### config.mk
export PLATFORM = sky130hd
export DESIGN_NAME = data_memory_arbiter_flat
export DESIGN_NICKNAME = d
export VERILOG_FILES = /design/src/rtl/data_memory_arbiter_pkg.sv /design/src/rtl/data_memory_arbiter_if.sv /design/src/rtl/data_memory_starve_counter.sv /design/src/rtl/data_memory_arbiter.sv /design/src/flat_wrapper.sv
export SDC_FILE = /design/constraint.sdc
export NUM_CORES = 1
export LEC_CHECK = 0
export ABC_CLOCK_PERIOD_IN_PS = 3300
export BUFFER_PORTS_ARGS = -buffer_cell sky130_fd_sc_hd__buf_2
export CAP_MARGIN = 20
export CELL_PAD_IN_SITES_DETAIL_PLACEMENT = 0
export CELL_PAD_IN_SITES_GLOBAL_PLACEMENT = 1
export CORE_AREA = 2 2 120 122
export DETAILED_ROUTE_END_ITERATION = 6
export DIE_AREA = 0 0 122 124
export PLACE_DENSITY = 0.7
export SKIP_LAST_GASP = 1
export SYNTH_ARGS = -nofsm -noshare
export SYNTH_HDL_FRONTEND = slang
export SYNTH_SLANG_ARGS = --single-unit
### constraint.sdc
create_clock -name clock -period 3.3 [get_ports clock]
set_input_delay 0.495 -clock clock [delete_from_list [all_inputs] [get_ports clock]]
set_output_delay 0.495 -clock clock [all_outputs]
set_load 0.01 [all_outputs]
### src/rtl/data_memory_arbiter_pkg.sv
// Shared types for the stage-4 data memory arbiter: word, response owner and request bundle.
package data_memory_arbiter_pkg;

   typedef logic [31:0] word;

   localparam int unsigned STARVE_CNT_W = 4;

   typedef enum logic [1:0] {
      OWN_NONE = 2'd0,
      OWN_PIPE = 2'd1,
      OWN_DBG  = 2'd2
   } arb_owner_t;

   typedef struct packed {
      logic       write;
      word        addr;
      logic [3:0] write_to;
      word        wdata;
   } mem_req_t;

endpackage

### src/rtl/data_memory_arbiter_if.sv
// Bundles the pipeline, debug and memory-side signals of the data memory arbiter.
interface data_memory_arbiter_if;
   import data_memory_arbiter_pkg::*;

   logic       pipe_req;
   logic       pipe_write;
   word        pipe_addr;
   logic [3:0] pipe_write_to;
   word        pipe_wdata;
   logic       pipe_stall;
   logic       pipe_rvalid;
   word        pipe_rdata;

   logic       dbg_req;
   logic       dbg_write;
   word        dbg_addr;
   logic [3:0] dbg_write_to;
   word        dbg_wdata;
   logic       dbg_gnt;
   logic       dbg_rvalid;
   word        dbg_rdata;

   logic       mem_write;
   word        mem_addr;
   logic [3:0] mem_write_to;
   word        mem_wdata;
   word        mem_read_value;

   // Arbiter side.
   modport slave (
      input  pipe_req, pipe_write, pipe_addr, pipe_write_to, pipe_wdata,
      output pipe_stall, pipe_rvalid, pipe_rdata,
      input  dbg_req, dbg_write, dbg_addr, dbg_write_to, dbg_wdata,
      output dbg_gnt, dbg_rvalid, dbg_rdata,
      output mem_write, mem_addr, mem_write_to, mem_wdata,
      input  mem_read_value
   );

   // Requester / memory side.
   modport master (
      output pipe_req, pipe_write, pipe_addr, pipe_write_to, pipe_wdata,
      input  pipe_stall, pipe_rvalid, pipe_rdata,
      output dbg_req, dbg_write, dbg_addr, dbg_write_to, dbg_wdata,
      input  dbg_gnt, dbg_rvalid, dbg_rdata,
      input  mem_write, mem_addr, mem_write_to, mem_wdata,
      output mem_read_value
   );

endinterface

### src/rtl/data_memory_starve_counter.sv
// Saturating count of pipeline wins over a waiting debug request; flags when debug must go next.
module data_memory_starve_counter
   import data_memory_arbiter_pkg::*;
#(
   parameter int unsigned STARVE_LIMIT = 4
) (
   input  logic clock,
   input  logic reset,
   input  logic inc_i,
   input  logic clr_i,
   output logic at_limit_o
);

   localparam logic [STARVE_CNT_W-1:0] Limit = STARVE_CNT_W'(STARVE_LIMIT);

   logic [STARVE_CNT_W-1:0] starve_cnt_d, starve_cnt_q;

   always_comb begin
      starve_cnt_d = starve_cnt_q;
      if (clr_i) begin
         starve_cnt_d = '0;
      end else if (inc_i && (starve_cnt_q != Limit)) begin
         starve_cnt_d = starve_cnt_q + 1'b1;
      end
   end

   always_ff @(posedge clock or posedge reset) begin
      if (reset) begin
         starve_cnt_q <= '0;
      end else begin
         starve_cnt_q <= starve_cnt_d;
      end
   end

   assign at_limit_o = (starve_cnt_q == Limit);

endmodule

### src/rtl/data_memory_arbiter.sv
// Arbitrates the stage-4 data memory port between the pipeline (priority) and a debug requester,
// and routes the registered read data back to whichever side issued the read.
module data_memory_arbiter
   import data_memory_arbiter_pkg::*;
#(
   parameter int unsigned STARVE_LIMIT = 4
) (
   input  logic                  clock,
   input  logic                  reset,
   data_memory_arbiter_if.slave  bus
);

   mem_req_t   pipe_r, dbg_r, win_r;
   logic       pipe_granted, dbg_granted, at_limit;
   arb_owner_t rsp_owner_d, rsp_owner_q;

   assign pipe_r = '{write: bus.pipe_write, addr: bus.pipe_addr,
                     write_to: bus.pipe_write_to, wdata: bus.pipe_wdata};
   assign dbg_r  = '{write: bus.dbg_write, addr: bus.dbg_addr,
                     write_to: bus.dbg_write_to, wdata: bus.dbg_wdata};

   data_memory_starve_counter #(
      .STARVE_LIMIT (STARVE_LIMIT)
   ) u_starve_counter (
      .clock      (clock),
      .reset      (reset),
      .inc_i      (pipe_granted & bus.dbg_req),
      .clr_i      (dbg_granted | ~bus.dbg_req),
      .at_limit_o (at_limit)
   );

   always_comb begin
      dbg_granted  = bus.dbg_req & (~bus.pipe_req | at_limit);
      pipe_granted = bus.pipe_req & ~dbg_granted;

      win_r = '0;
      if (dbg_granted) begin
         win_r = dbg_r;
      end else if (pipe_granted) begin
         win_r = pipe_r;
      end

      // Only reads own the next-cycle response slot.
      rsp_owner_d = OWN_NONE;
      if (dbg_granted && !dbg_r.write) begin
         rsp_owner_d = OWN_DBG;
      end else if (pipe_granted && !pipe_r.write) begin
         rsp_owner_d = OWN_PIPE;
      end
   end

   always_ff @(posedge clock or posedge reset) begin
      if (reset) begin
         rsp_owner_q <= OWN_NONE;
      end else begin
         rsp_owner_q <= rsp_owner_d;
      end
   end

   always_comb begin
      bus.mem_write    = win_r.write;
      bus.mem_addr     = win_r.addr;
      bus.mem_write_to = win_r.write_to;
      bus.mem_wdata    = win_r.wdata;

      bus.pipe_stall   = bus.pipe_req & ~pipe_granted;
      bus.dbg_gnt      = dbg_granted;

      bus.pipe_rvalid  = (rsp_owner_q == OWN_PIPE);
      bus.dbg_rvalid   = (rsp_owner_q == OWN_DBG);
      bus.pipe_rdata   = (rsp_owner_q == OWN_PIPE) ? bus.mem_read_value : '0;
      bus.dbg_rdata    = (rsp_owner_q == OWN_DBG)  ? bus.mem_read_value : '0;
   end

endmodule

### src/flat_wrapper.sv
// flat-port wrapper written by rule: the top's interface ports become plain ports
module data_memory_arbiter_flat import data_memory_arbiter_pkg::*;
#(
   parameter int unsigned STARVE_LIMIT = 4
)
  (clock, reset, bus_pipe_req, bus_pipe_write, bus_pipe_addr, bus_pipe_write_to, bus_pipe_wdata, bus_pipe_stall, bus_pipe_rvalid, bus_pipe_rdata, bus_dbg_req, bus_dbg_write, bus_dbg_addr, bus_dbg_write_to, bus_dbg_wdata, bus_dbg_gnt, bus_dbg_rvalid, bus_dbg_rdata, bus_mem_write, bus_mem_addr, bus_mem_write_to, bus_mem_wdata, bus_mem_read_value);
  data_memory_arbiter_if bus_i ();
  input  logic clock;
  input  logic reset;
  input wire logic [$bits(bus_i.pipe_req)-1:0] bus_pipe_req;
  input wire logic [$bits(bus_i.pipe_write)-1:0] bus_pipe_write;
  input wire logic [$bits(bus_i.pipe_addr)-1:0] bus_pipe_addr;
  input wire logic [$bits(bus_i.pipe_write_to)-1:0] bus_pipe_write_to;
  input wire logic [$bits(bus_i.pipe_wdata)-1:0] bus_pipe_wdata;
  output wire logic [$bits(bus_i.pipe_stall)-1:0] bus_pipe_stall;
  output wire logic [$bits(bus_i.pipe_rvalid)-1:0] bus_pipe_rvalid;
  output wire logic [$bits(bus_i.pipe_rdata)-1:0] bus_pipe_rdata;
  input wire logic [$bits(bus_i.dbg_req)-1:0] bus_dbg_req;
  input wire logic [$bits(bus_i.dbg_write)-1:0] bus_dbg_write;
  input wire logic [$bits(bus_i.dbg_addr)-1:0] bus_dbg_addr;
  input wire logic [$bits(bus_i.dbg_write_to)-1:0] bus_dbg_write_to;
  input wire logic [$bits(bus_i.dbg_wdata)-1:0] bus_dbg_wdata;
  output wire logic [$bits(bus_i.dbg_gnt)-1:0] bus_dbg_gnt;
  output wire logic [$bits(bus_i.dbg_rvalid)-1:0] bus_dbg_rvalid;
  output wire logic [$bits(bus_i.dbg_rdata)-1:0] bus_dbg_rdata;
  output wire logic [$bits(bus_i.mem_write)-1:0] bus_mem_write;
  output wire logic [$bits(bus_i.mem_addr)-1:0] bus_mem_addr;
  output wire logic [$bits(bus_i.mem_write_to)-1:0] bus_mem_write_to;
  output wire logic [$bits(bus_i.mem_wdata)-1:0] bus_mem_wdata;
  input wire logic [$bits(bus_i.mem_read_value)-1:0] bus_mem_read_value;
  assign bus_i.pipe_req = bus_pipe_req;
  assign bus_i.pipe_write = bus_pipe_write;
  assign bus_i.pipe_addr = bus_pipe_addr;
  assign bus_i.pipe_write_to = bus_pipe_write_to;
  assign bus_i.pipe_wdata = bus_pipe_wdata;
  assign bus_pipe_stall = bus_i.pipe_stall;
  assign bus_pipe_rvalid = bus_i.pipe_rvalid;
  assign bus_pipe_rdata = bus_i.pipe_rdata;
  assign bus_i.dbg_req = bus_dbg_req;
  assign bus_i.dbg_write = bus_dbg_write;
  assign bus_i.dbg_addr = bus_dbg_addr;
  assign bus_i.dbg_write_to = bus_dbg_write_to;
  assign bus_i.dbg_wdata = bus_dbg_wdata;
  assign bus_dbg_gnt = bus_i.dbg_gnt;
  assign bus_dbg_rvalid = bus_i.dbg_rvalid;
  assign bus_dbg_rdata = bus_i.dbg_rdata;
  assign bus_mem_write = bus_i.mem_write;
  assign bus_mem_addr = bus_i.mem_addr;
  assign bus_mem_write_to = bus_i.mem_write_to;
  assign bus_mem_wdata = bus_i.mem_wdata;
  assign bus_i.mem_read_value = bus_mem_read_value;
  data_memory_arbiter #(.STARVE_LIMIT(STARVE_LIMIT)) u_core (.clock(clock), .reset(reset), .bus(bus_i));
endmodule
# [Yosys cells after proc, flatten, opt, wreduce, memory -nomap -nowiden]
# Index checks and enable logic that the tools add are counted.
[totals] wordCells=31 out_inout_bits=137 reg_bits=6
[classes] n_addsub=1 n_mux=8 bitwise=10 n_eq_ne=4 reduce_logical=6
[ops] operator="$mux 69" count=2
[ops] operator="$mux 32" count=2
[ops] operator="$mux 4" count=2
[ops] operator="$add 4x1->4 const B" count=1
[ops] operator="$and 1x1->1" count=4
[ops] operator="$eq 4x3->1 const B" count=1
[ops] operator="$ne 4x3->1 const B" count=1
[ops] operator="$not 1->1" count=4
[ops] operator="$logic_and 1x1->1" count=3
[ops] operator="$eq 2x1->1 const B" count=1
[ops] operator="$eq 2x2->1 const B" count=1
[ops] operator="$logic_not 1->1" count=2
[ops] operator="$mux 2" count=1
[ops] operator="$or 1x1->1" count=2
[ops] operator="$reduce_bool 2->1" count=1
[ops] operator="$mux 1" count=1

# [Longest topological paths before layout]
[depth] ltp_word=9 ltp_mapped=7 mapped_depth_nobuf=5

# [Hierarchy]
# Synthesis repeated with hierarchy kept, for this count alone.
[unflattened] cells_unflattened=202 hier_area_um2=1809.2
[by_module_without_submodules] module="data_memory_arbiter" seq_area_each_um2=50.0 area_per_inst_um2=1571.5 instances=1 cells_per_inst=177
[by_module_without_submodules] module="data_memory_starve_counter" seq_area_each_um2=100.1 area_per_inst_um2=237.7 instances=1 cells_per_inst=25

# [Worst setup path before layout]
# Ideal clock, no wire load.
[synth_path] kind="register to output" startpoint="register u_core.u_starve_counter.starve_cnt_q[0]" endpoint="output port bus_mem_addr[15]" n_path_buf=2 stages_incl_launch_ff=8 arrival_ns=1.440 path_slack_ns=1.365 cell_sequence="dfrtp_1 inv_1 ha_1 and3b_1 a21boi_2 buf_4 buf_6 a22o_1"
[synth_via] elab_chain_len=7
[synth_rtl] item="start, declared" line_no="data_memory_starve_counter.sv:16" text="logic [STARVE_CNT_W-1:0] starve_cnt_d, starve_cnt_q;"
[synth_rtl] item="start signal, assigned" line_no="data_memory_starve_counter.sv:31" text="starve_cnt_q <= starve_cnt_d;"
[synth_rtl] item="$eq 4x3->1 (*)" line_no="data_memory_starve_counter.sv:35" text="assign at_limit_o = (starve_cnt_q == Limit);"
[synth_rtl] item="$or 1x1->1 (*)" line_no="data_memory_arbiter.sv:33" text="dbg_granted = bus.dbg_req & (~bus.pipe_req | at_limit);"
[synth_rtl] item="$and 1x1->1 (*)" line_no="data_memory_arbiter.sv:33"
[synth_rtl] item="$not 1->1" line_no="data_memory_arbiter.sv:34" text="pipe_granted = bus.pipe_req & ~dbg_granted;"
[synth_rtl] item="$and 1x1->1" line_no="data_memory_arbiter.sv:34"
[synth_rtl] item="$mux 69" line_no="data_memory_arbiter.sv:39" text="end else if (pipe_granted) begin"
[synth_rtl] item="$mux 69 (*)" line_no="data_memory_arbiter.sv:37" text="if (dbg_granted) begin"
[synth_rtl] item="end, declared" line_no="flat_wrapper.sv:27" text="output wire logic [$bits(bus_i.mem_addr)-1:0] bus_mem_addr;"
# Mark *: on every way between the ends. The rest lies on a longest branch, timed or not.

# [Worst setup path after layout]
[layout_path] startpoint="register u_core.u_starve_counter.starve_cnt_q[0]" endpoint="output port bus_mem_addr[27]"
# The elaborated chain is that of the path after synthesis.

==> reports/metrics.csv <==
metric;value;unit
status;complete, no violations;
clk_path_buf_depth;2;
cts_buffers;3;
rrSetupSlack;1.37;ns
p_leak;2.09;nW
cts_tree;yes;
maxSlewViolCount;0;
synth_top_cells_by_count;69 x a22o_1, 65 x and2_1, 12 x buf_2, 6 x clkbuf_1, 6 x dfrtp_1;
postCtsSetupRepairBufs;0;
cts-root-buf;clkbuf_16;
drive_gt1_share;66.7;%
setup_viol;0;
synth_nets;358;
std_cell_rows;43;
regToRegStartpoint;u_core.u_starve_counter.starve_cnt_q[0];
crit_buf_inv;3;
critical_path_class;reg -> out;
synthArstFlopShare;100;%
antenna_found_initial;2;
dieArea;15100;um2
fin_skew;0.000199;ns
first_pass_iters;4;
synth_top_area_cell;a22o_1;
numPlacedInstances;655;
yosysWarningCount;0;
synth_area_leaders;a22o_1 43%, and2_1 29%, dfrtp_1 11%;
use_met2;24.2;%
clk_pin_slew;0.03;ns
avgSynthCellArea;7.81;um2
use_met3;1.69;%
fin_cells;659;
final_nets;656;
required;2.80;ns
grt_util_all_layers;11.6;%
seq_area;150;um2
timing.final.crit_period;2.80;ns
syn_inst;182;
ff2ff_path_depth;6;
grt_max_degree;54;
initial_utilization;10.4;%
multiInputGateArea;1170;um2
netlist_area;1420;um2
yosysMostFrequentCell;a22o_1;
cp_top_family;compound AO/OA/AOI/OAI gates;
via_per_inst;4.02;
dr.first_iter.drc_count;36;
tightest_slew;0.668;ns
port_buffers;310;
cp_max_fo;51;
fmax;357;MHz
ant_nets;0;
drv_cap;0;
grt_pass1_vias;2497;
die_height;124;um
cts_hold_buf;0;
end_kind;output pin;
arrival;2.31;ns
maxSlewHeadroom;55.4;%
grt_setup_unrepaired;false;
dp_hpwl;8900;um
fill_cells;1533;
htreeDepth;1;
totalWireLength;10000;um
synth_flop_cell;dfrtp_1;
die_w;122;um
overflow;0;
busiest_layer;met2;
regToRegEndpoint;u_core.rsp_owner_q[1];
synth-edff-count;0;
peakVddDrop;0.0995;mV
top_level_ports;311;
fin_crit_sh;85.0;%
synth.distinct_cells;19;
cts_resized;0;
syn_to_final_growth;128;%
hp-class;in -> async;
vias;2651;
synth_top_cell_area_share;42.5;%
grt_use_met1;12.0;%
cts_sinks;6;
grt_pass1_wl;13400;um
critPathSlowestCell;a21boi_4;
synth_seq_area_share;10.6;%
crit_chain;inv_1, ha_1, nand3b_1, a21boi_4, buf_12, a22o_1, buf_2;
route.detailed.drc;0;
hold_viol;0;
clk-insertion-delay-late;0.23;ns
p_per_area;200;nW/um2
startpoint_type;register;
yosys_register_bits;6;
wl_per_cell;15.2;um
worst_path_largest_cell_delay;0.58;ns
fin_setup_tns;0;ns
place_congestion;0.815;
core-area;13700;um2
cell families (layout without fill, tap and decap cells):
family                   after synthesis  in the layout  share of synthesized area [%]
flip-flops                             6              6                           10.6
XOR/XNOR                               2              2                           1.23
adder cells (fa/ha/maj)                2              2                           1.76
buffers and inverters                 24            320                           8.45
other                                  0              1                              0
AND/OR/NAND/NOR                       77             77                           34.2
AO/OA/AOI/OAI                         71             71                           43.8
registers in the layout, summed over array words and instances (netlist names):
| register | cells |
|---|---|
| u_core.u_starve_counter.starve_cnt_q | 4 |
| u_core.rsp_owner_q | 2 |
where the power goes:
group          leakage, nW  total (mW)  switching (mW)  internal (mW)
registers           0.0814      0.0778         0.00147         0.0763
clock network       0.0370       0.195          0.0394          0.155
logic                 1.97       0.377           0.179          0.198
per-layer routing:
metal  wire [um]  vias up
met4          85        0
met1        3540     1176
met2        5380      202
met5           0        -
li1            -     1267
met3        1020        6
worst max-delay path by stage:
stage                       endpoint  depth (start not counted)  slack [ns]                               startpoint
floorplan           bus_mem_addr[15]                          7        1.37  u_core.u_starve_counter.starve_cnt_q[0]
detailed placement  bus_mem_addr[27]                          7        0.74  u_core.u_starve_counter.starve_cnt_q[0]
CTS                 bus_mem_addr[27]                          7        0.50  u_core.u_starve_counter.starve_cnt_q[0]
global route        bus_mem_addr[27]                          7        0.36  u_core.u_starve_counter.starve_cnt_q[0]
global placement    bus_mem_addr[27]                          7        0.85  u_core.u_starve_counter.starve_cnt_q[0]
finish              bus_mem_addr[27]                          7        0.50  u_core.u_starve_counter.starve_cnt_q[0]
worst reg2reg max path, cell delays in order (launching register included):
cell      delay [ns]
dfrtp_1         0.39
inv_1           0.08
ha_1            0.16
nand3b_1        0.15
a21boi_4        0.58
buf_12          0.32
nor2b_1         0.19
placed cells by master, fill, tap and decap left out:
master	instances
a21boi_4	2
a22o_1	69
and2_1	65
and3_1	5
and3b_1	1
buf_12	2
buf_2	310
buf_4	2
clkbuf_16	3
dfrtp_1	6
diode_2	1
ha_1	2
inv_1	3
nand3_1	1
nand3b_1	1
nor2b_1	3
nor3b_1	1
xnor2_1	1
xor2_1	1
final cells by class:
cell class,count,share of cell area (%)
Antenna cell,1,0.0772
Inverter,3,0.347
Timing Repair Buffer,314,49.6
Clock buffer,3,2.32
Sequential cell,6,4.63
Multi-Input combinational cell,152,36.1
Tap cell,180,6.95
stage by stage:
stage | hold WS, ns | instance area [um2] | power (mW) | worst slack [ns] | util (%)
after floorplan | 0.286 | 1420 | 0.246 | 1.37 | -
after global placement | 0.427 | 3160 | 0.455 | 0.846 | 23.1
after detailed placement | 0.430 | 3160 | 0.457 | 0.737 | 23.1
after CTS | 0.191 | 3240 | 0.658 | 0.495 | 23.6
after global routing | 0.204 | 3240 | 0.695 | 0.363 | 23.6
final | 0.182 | 3240 | 0.649 | 0.495 | 23.6
Power figures use the tool's default switching activity.
